`src/rtl/switch_output_port_pkg.sv`:
```
// Shared types for the switch output port egress buffer: RAM entry layout and read-side FSM states.
package switch_output_pkg;
  localparam int DEFAULT_DEPTH = 64;

  typedef struct packed {
    logic       last;
    logic [7:0] data;
  } sop_entry_t;

  typedef enum logic [1:0] {IDLE, AVAIL, GAP} sop_state_t;
endpackage

```
`src/rtl/switch_output_port_if.sv`:
```
// Core-side byte stream plus consumer-side pop/status signals of one switch output port.
interface switch_output_port_if #(parameter int CNT_W = 7);
  logic             in_valid;
  logic [7:0]       in_data;
  logic             in_last;
  logic             in_ready;
  logic [7:0]       data_out;
  logic             ready;
  logic             read;
  logic [CNT_W-1:0] pkt_count;
  logic [15:0]      drop_count;

  modport master (output in_valid, in_data, in_last, read,
                  input  in_ready, data_out, ready, pkt_count, drop_count);
  modport slave  (input  in_valid, in_data, in_last, read,
                  output in_ready, data_out, ready, pkt_count, drop_count);
endinterface

```
`src/rtl/switch_output_port_buf.sv`:
```
// Entry RAM with read, tentative-write and committed-write pointers; rewind discards the open packet.
module switch_output_buf
  import switch_output_pkg::*;
#(
  parameter int DEPTH  = DEFAULT_DEPTH,
  parameter int ADDR_W = $clog2(DEPTH)
) (
  input  logic       clock,
  input  logic       reset,
  input  logic       wr_en,
  input  sop_entry_t wr_entry,
  input  logic       commit,
  input  logic       rewind,
  input  logic       rd_en,
  output sop_entry_t rd_entry,
  output logic       full
);
  localparam logic [ADDR_W:0] ONE  = (ADDR_W+1)'(1);
  localparam logic [ADDR_W:0] FULL = (ADDR_W+1)'(DEPTH);

  sop_entry_t      mem_q [DEPTH];
  logic [ADDR_W:0] rd_ptr_q, rd_ptr_d, wr_ptr_q, wr_ptr_d, cm_ptr_q, cm_ptr_d;

  // RAM needs no reset: the pointers define what is valid.
  always_ff @(posedge clock)
    if (wr_en) mem_q[wr_ptr_q[ADDR_W-1:0]] <= wr_entry;

  always_comb begin
    rd_ptr_d = rd_ptr_q;
    wr_ptr_d = wr_ptr_q;
    cm_ptr_d = cm_ptr_q;
    if (rd_en)       rd_ptr_d = rd_ptr_q + ONE;
    if (rewind)      wr_ptr_d = cm_ptr_q;
    else if (wr_en)  wr_ptr_d = wr_ptr_q + ONE;
    if (commit)      cm_ptr_d = wr_ptr_q + ONE;
  end

  always_ff @(posedge clock) begin
    if (reset) begin
      rd_ptr_q <= '0;
      wr_ptr_q <= '0;
      cm_ptr_q <= '0;
    end else begin
      rd_ptr_q <= rd_ptr_d;
      wr_ptr_q <= wr_ptr_d;
      cm_ptr_q <= cm_ptr_d;
    end
  end

  assign rd_entry = mem_q[rd_ptr_q[ADDR_W-1:0]];
  assign full     = (wr_ptr_q - rd_ptr_q) == FULL;
endmodule

```
`src/rtl/switch_output_port.sv`:
```
// Store-and-forward egress port: commits whole packets, offers them with a 1-cycle gap between packets.
// Optional parity drop enabled by SWITCH_OUTPUT_PORT_PARITY_EN.
module switch_output_port
  import switch_output_pkg::*;
#(
  parameter int DEPTH  = DEFAULT_DEPTH,
  parameter int ADDR_W = $clog2(DEPTH),
  parameter int CNT_W  = $clog2(DEPTH+1)
) (
  input logic                 clock,
  input logic                 reset,
  switch_output_port_if.slave bus
);
  sop_entry_t       rd_entry;
  sop_state_t       state_q, state_d;
  logic [CNT_W-1:0] pkt_count_q, pkt_count_d;
  logic [7:0]       data_out_q, data_out_d;
  logic             full, accept, pop, pop_last, commit, rewind;

  assign bus.in_ready = !full;
  assign accept       = bus.in_valid && !full;
  assign pop          = bus.read && (state_q == AVAIL);
  assign pop_last     = pop && rd_entry.last;

`ifdef SWITCH_OUTPUT_PORT_PARITY_EN
  logic [7:0]  par_q, par_d;
  logic [15:0] drop_q, drop_d;
  logic        par_bad;

  // Parity covers the whole packet including its final byte, so a good packet XORs to zero.
  assign par_bad = (par_q ^ bus.in_data) != 8'h00;
  assign commit  = accept && bus.in_last && !par_bad;
  assign rewind  = accept && bus.in_last && par_bad;

  always_comb begin
    par_d  = par_q;
    drop_d = drop_q;
    if (accept) par_d = bus.in_last ? 8'h00 : (par_q ^ bus.in_data);
    if (rewind && drop_q != 16'hFFFF) drop_d = drop_q + 16'd1;
  end

  always_ff @(posedge clock) begin
    if (reset) begin
      par_q  <= '0;
      drop_q <= '0;
    end else begin
      par_q  <= par_d;
      drop_q <= drop_d;
    end
  end

  assign bus.drop_count = drop_q;
`else
  assign commit         = accept && bus.in_last;
  assign rewind         = 1'b0;
  assign bus.drop_count = 16'h0000;
`endif

  switch_output_buf #(.DEPTH(DEPTH), .ADDR_W(ADDR_W)) u_buf (
    .clock    (clock),
    .reset    (reset),
    .wr_en    (accept),
    .wr_entry ('{last: bus.in_last, data: bus.in_data}),
    .commit   (commit),
    .rewind   (rewind),
    .rd_en    (pop),
    .rd_entry (rd_entry),
    .full     (full)
  );

  always_comb begin
    pkt_count_d = pkt_count_q;
    data_out_d  = data_out_q;
    state_d     = state_q;
    case ({commit, pop_last})
      2'b10:   pkt_count_d = pkt_count_q + CNT_W'(1);
      2'b01:   pkt_count_d = pkt_count_q - CNT_W'(1);
      default: pkt_count_d = pkt_count_q;
    endcase
    if (pop) data_out_d = rd_entry.data;
    case (state_q)
      IDLE:    if (pkt_count_d != '0) state_d = AVAIL;
      // Leaving AVAIL on a last-byte pop forces the inter-packet gap even with read held.
      AVAIL:   if (pop_last) state_d = GAP;
               else if (pkt_count_d == '0) state_d = IDLE;
      GAP:     state_d = (pkt_count_d != '0) ? AVAIL : IDLE;
      default: state_d = IDLE;
    endcase
  end

  always_ff @(posedge clock) begin
    if (reset) begin
      state_q     <= IDLE;
      pkt_count_q <= '0;
      data_out_q  <= '0;
    end else begin
      state_q     <= state_d;
      pkt_count_q <= pkt_count_d;
      data_out_q  <= data_out_d;
    end
  end

  assign bus.ready     = (state_q == AVAIL);
  assign bus.data_out  = data_out_q;
  assign bus.pkt_count = pkt_count_q;

  // A full buffer with nothing committed means one packet exceeds DEPTH bytes.
  a_pkt_too_long: assert property (@(posedge clock) disable iff (reset)
                                   !(full && pkt_count_q == '0));
endmodule
```
`src/flat_wrapper.sv`:
```
// flat-port wrapper written by rule: the top's interface ports become plain ports
module switch_output_port_flat import switch_output_pkg::*;
#(
  parameter int DEPTH  = DEFAULT_DEPTH,
  parameter int ADDR_W = $clog2(DEPTH),
  parameter int CNT_W  = $clog2(DEPTH+1)
)
  (clock, reset, bus_in_valid, bus_in_data, bus_in_last, bus_read, bus_in_ready, bus_data_out, bus_ready, bus_pkt_count, bus_drop_count);
  switch_output_port_if #(.CNT_W(CNT_W)) bus_i ();
  input logic clock;
  input logic reset;
  input wire logic [$bits(bus_i.in_valid)-1:0] bus_in_valid;
  input wire logic [$bits(bus_i.in_data)-1:0] bus_in_data;
  input wire logic [$bits(bus_i.in_last)-1:0] bus_in_last;
  input wire logic [$bits(bus_i.read)-1:0] bus_read;
  output wire logic [$bits(bus_i.in_ready)-1:0] bus_in_ready;
  output wire logic [$bits(bus_i.data_out)-1:0] bus_data_out;
  output wire logic [$bits(bus_i.ready)-1:0] bus_ready;
  output wire logic [$bits(bus_i.pkt_count)-1:0] bus_pkt_count;
  output wire logic [$bits(bus_i.drop_count)-1:0] bus_drop_count;
  assign bus_i.in_valid = bus_in_valid;
  assign bus_i.in_data = bus_in_data;
  assign bus_i.in_last = bus_in_last;
  assign bus_i.read = bus_read;
  assign bus_in_ready = bus_i.in_ready;
  assign bus_data_out = bus_i.data_out;
  assign bus_ready = bus_i.ready;
  assign bus_pkt_count = bus_i.pkt_count;
  assign bus_drop_count = bus_i.drop_count;
  switch_output_port #(.DEPTH(DEPTH), .ADDR_W(ADDR_W), .CNT_W(CNT_W)) u_core (.clock(clock), .reset(reset), .bus(bus_i));
endmodule
```
`config.mk`:
```
export PLATFORM = sky130hd
export DESIGN_NAME = switch_output_port_flat
export DESIGN_NICKNAME = d
export VERILOG_FILES = /design/src/rtl/switch_output_port_pkg.sv /design/src/rtl/switch_output_port_if.sv /design/src/rtl/switch_output_port_buf.sv /design/src/rtl/switch_output_port.sv /design/src/flat_wrapper.sv
export SDC_FILE = /design/constraint.sdc
export NUM_CORES = 1
export LEC_CHECK = 0
export BUFFER_PORTS_ARGS = -buffer_cell sky130_fd_sc_hd__buf_2
export CORE_UTILIZATION = 44
export CTS_CLUSTER_SIZE = 28
export DETAILED_ROUTE_END_ITERATION = 10
export PLACE_DENSITY = 0.65
export SYNTH_ARGS = -nofsm -noshare
export SYNTH_HDL_FRONTEND = slang
export SYNTH_SLANG_ARGS = --single-unit
```
`constraint.sdc`:
```
create_clock -name clock -period 4.7 [get_ports clock]
set_input_delay 0.705 -clock clock [delete_from_list [all_inputs] [get_ports clock]]
set_output_delay 0.705 -clock clock [all_outputs]
set_load 0.03 [all_outputs]
```
==> impl_metrics.py <==
metrics = {
    "run_status": {
        "status": "finished, final reports clean",
    },
    "sta": {
        "slew_headroom_pct": 14.8,
        "timing.final.crit_share_pct": 94.3,
        "max_freq_ghz": 0.226,
        "rsz0062_at_grt": "no",
        "final-hold-violation-count": 0,
        "skew_ns": 0.0151,
        "hold_ws_ns": 0.471,
        "setup_ws_ns": 0.267,
        "slew_violations": 0,
        "period_needed_ns": 4.43,
        "tightest_slew_ns": 1.28,
        "report.final.setup_viol": 0,
        "fin_setup_tns_ns": 0,
    },
    "detailed_routing": {
        "vias_per_cell": 5.75,
        "first_iter_violations": 1251,
        "postRouteAntennaNets": 0,
        "finalWirelength_mm": 54.9,
        "wl_per_cell_um": 25.2,
        "remaining_drc_errors": 0,
        "num_vias": 12514,
        "drt_pass1_iterations": 5,
    },
    "worst_hold_path": {
        "worstHoldStart": "bus_in_valid",
        "hp-class": "in2reg",
        "worstHoldPathCells": 3,
    },
    "pwr": {
        "vdd_drop_max_mv": 0.307,
        "p_total_mw": 11.9,
        "power_density_nw_per_um2": 435,
        "leakage_nw": 8.36,
    },
    "cts": {
        "cts.htree.levels": 2,
        "cts_setup_buffers": 0,
        "root_buffer": "clkbuf_16",
        "numClockSinks": 613,
        "clk_latency_ns": 0.62,
        "path_clk_slew_ns": 0.06,
        "numCtsBuffers": 60,
        "cts_tree": "yes",
        "cts.path.max_buffers": 3,
        "postCtsHoldBufs": 0,
        "cts_resized": 0,
    },
    "synthesis": {
        "synthesis.area_um2": 24500,
        "synthArstFlopShare_pct": 0,
        "syn_inst": 1327,
        "ys_ff_latch": 613,
        "dominantRegCellSynth": "edfxtp_1",
        "synth_cell_types": 58,
        "yosysWarnings": 0,
        "synth-edff-count": 576,
        "syn_avg_cell_area_um2": 18.4,
        "ys_seq_area_share_pct": 73.8,
    },
    "flow_run": {
        "max-cap-violations": 0,
    },
    "global_route": {
        "grt_pass1_wl_mm": 81.5,
        "grt_pass1_vias": 12316,
        "grt_use_total_pct": 19.7,
        "overflow": 0,
        "antenna_found_initial": 0,
        "grt_max_degree": 69,
    },
    "worst_setup_path": {
        "cp_max_fo": 19,
        "worstSetupPathType": "reg2reg",
        "r2r_cells": 15,
        "cp-end-kind": "flop",
        "cp.required_ns": 5.21,
        "cp-start-kind": "flop",
        "arrival_ns": 4.94,
    },
    "finish": {
        "stdcell_area_um2": 27300,
        "diodes": 0,
        "final_nets": 1407,
        "area_growth_pct": 11.8,
        "fin_util_pct": 49.7,
        "drive_gt1_share_pct": 19.6,
        "final_cells": 2176,
    },
    "floorplanning": {
        "initial_utilization_pct": 44.5,
        "die_w_um": 238,
        "die_height_um": 238,
        "ios": 46,
        "coreArea_um2": 55000,
        "rows": 86,
        "dieArea_um2": 56500,
    },
    "placement": {
        "pre_cts_ws_ns": 0.294,
        "hpwlAfterDp_mm": 34.3,
        "numPortBuffers": 29,
        "gp_congestion": 0.839,
        "placed_area_um2": 25400,
        "placedCellCount": 2065,
    },
}
logic make-up after synthesis:
logic type                 after synthesis  synth area share [%]
buffers and inverters                  108                  2.29
adders and majority gates               15                 0.798
DFF                                    613                  73.8
and+or+nand+nor                        205                  4.06
xor gates and xnor gates                15                 0.537
muxes                                  205                  13.6
other                                    1                0.0153
AOI/OAI and AO/OA                      165                  4.92
sequential cells by signal, summed over array words and instances (netlist names), named ones only:
name                   cells
u_core.bus.data_out        8
u_core.bus.pkt_count       7
u_core.state_q             2
u_core.u_buf.mem_q       576
u_core.u_buf.rd_ptr_q      7
u_core.u_buf.wr_ptr_q      7
worst paths after layout:
kind                              end  slack [ns]
max                 u_core.state_q[0]        0.27
min          u_core.u_buf.wr_ptr_q[1]        0.47
max reg2reg         u_core.state_q[0]        0.27
min reg2reg    u_core.bus.data_out[2]        0.50
synth_stat cells (2+ instances only):
library cell | instances | share of area, %
a21o_1 | 3 | 0.092
nor4_1 | 9 | 0.23
nand3b_1 | 4 | 0.12
mux4_2 | 98 | 9.0
nand2_1 | 21 | 0.32
and3_1 | 3 | 0.077
nor2b_1 | 8 | 0.20
nor4b_1 | 2 | 0.072
xnor2_1 | 7 | 0.25
o31ai_1 | 3 | 0.092
nor2_1 | 89 | 1.4
or3b_2 | 2 | 0.072
o21a_1 | 3 | 0.092
o211ai_1 | 4 | 0.12
nand2b_1 | 3 | 0.077
a21oi_1 | 20 | 0.41
a311oi_1 | 3 | 0.11
buf_2 | 27 | 0.55
and2_1 | 5 | 0.13
dfxtp_1 | 37 | 3.0
nand4_1 | 13 | 0.33
mux2i_1 | 98 | 4.0
edfxtp_1 | 576 | 71
clkbuf_1 | 30 | 0.46
buf_1 | 5 | 0.077
buf_4 | 28 | 0.86
o221ai_1 | 8 | 0.29
nand3_1 | 30 | 0.61
o21ai_0 | 24 | 0.49
a221oi_1 | 8 | 0.29
nor3_1 | 5 | 0.10
ha_1 | 14 | 0.72
buf_6 | 2 | 0.092
or3_1 | 5 | 0.13
a22oi_1 | 65 | 2.0
o211ai_2 | 7 | 0.36
nor3b_1 | 2 | 0.061
mux2_2 | 6 | 0.28
mux4_1 | 3 | 0.32
a211oi_1 | 5 | 0.15
or3b_1 | 2 | 0.072
o2111ai_1 | 2 | 0.072
xor2_1 | 8 | 0.29
inv_1 | 16 | 0.25
cell usage in the layout, fill, tap and decap left out, types with 20 or more instances in the layout:
cell,n
edfxtp_1,576
mux2i_1,98
mux4_2,98
nor2_1,89
a22oi_1,65
clkbuf_16,61
buf_4,38
dfxtp_1,35
nand3_1,30
buf_2,29
o21ai_0,24
nand2_1,21
a21oi_1,20
power by group:
part	switching, mW	total (mW)	internal (mW)
Combinational	0.730	1.14	0.414
Sequential	0.0587	6.09	6.04
Clock	2.01	4.66	2.65
critical path: stages, from the launching register on:
cell	delay [ns]
dfxtp_1	0.52
buf_4	0.33
mux4_2	0.32
or3b_1	0.36
nand4_1	0.09
o22ai_1	0.09
a211oi_2	0.37
inv_1	0.08
ha_1	0.33
fa_1	0.49
a211oi_1	0.30
nor2_1	0.12
a311oi_1	0.35
xor2_1	0.24
o2111ai_1	0.13
and3_1	0.19
cell type report:
class / count / area (um2)
Timing Repair Buffer: 67 / 430
Clock buffer: 72 / 1570
Fill cell: 4417 / 27600
Multi-Input combinational cell: 621 / 5970
Tap cell: 748 / 936
Inverter: 16 / 60.1
Sequential cell: 613 / 18000
Clock inverter: 39 / 332
metal layers:
metal | GRT usage [%] | vias to the layer above | part of all wire, %
met1 | 27.6 | 6541 | 43
met3 | 2.67 | 77 | 6.2
li1 | - | 5461 | -
met4 | 5.16 | 0 | 1.9
met2 | 32.3 | 435 | 49
met5 | 0 | - | 0
Power figures use the tool's default switching activity.
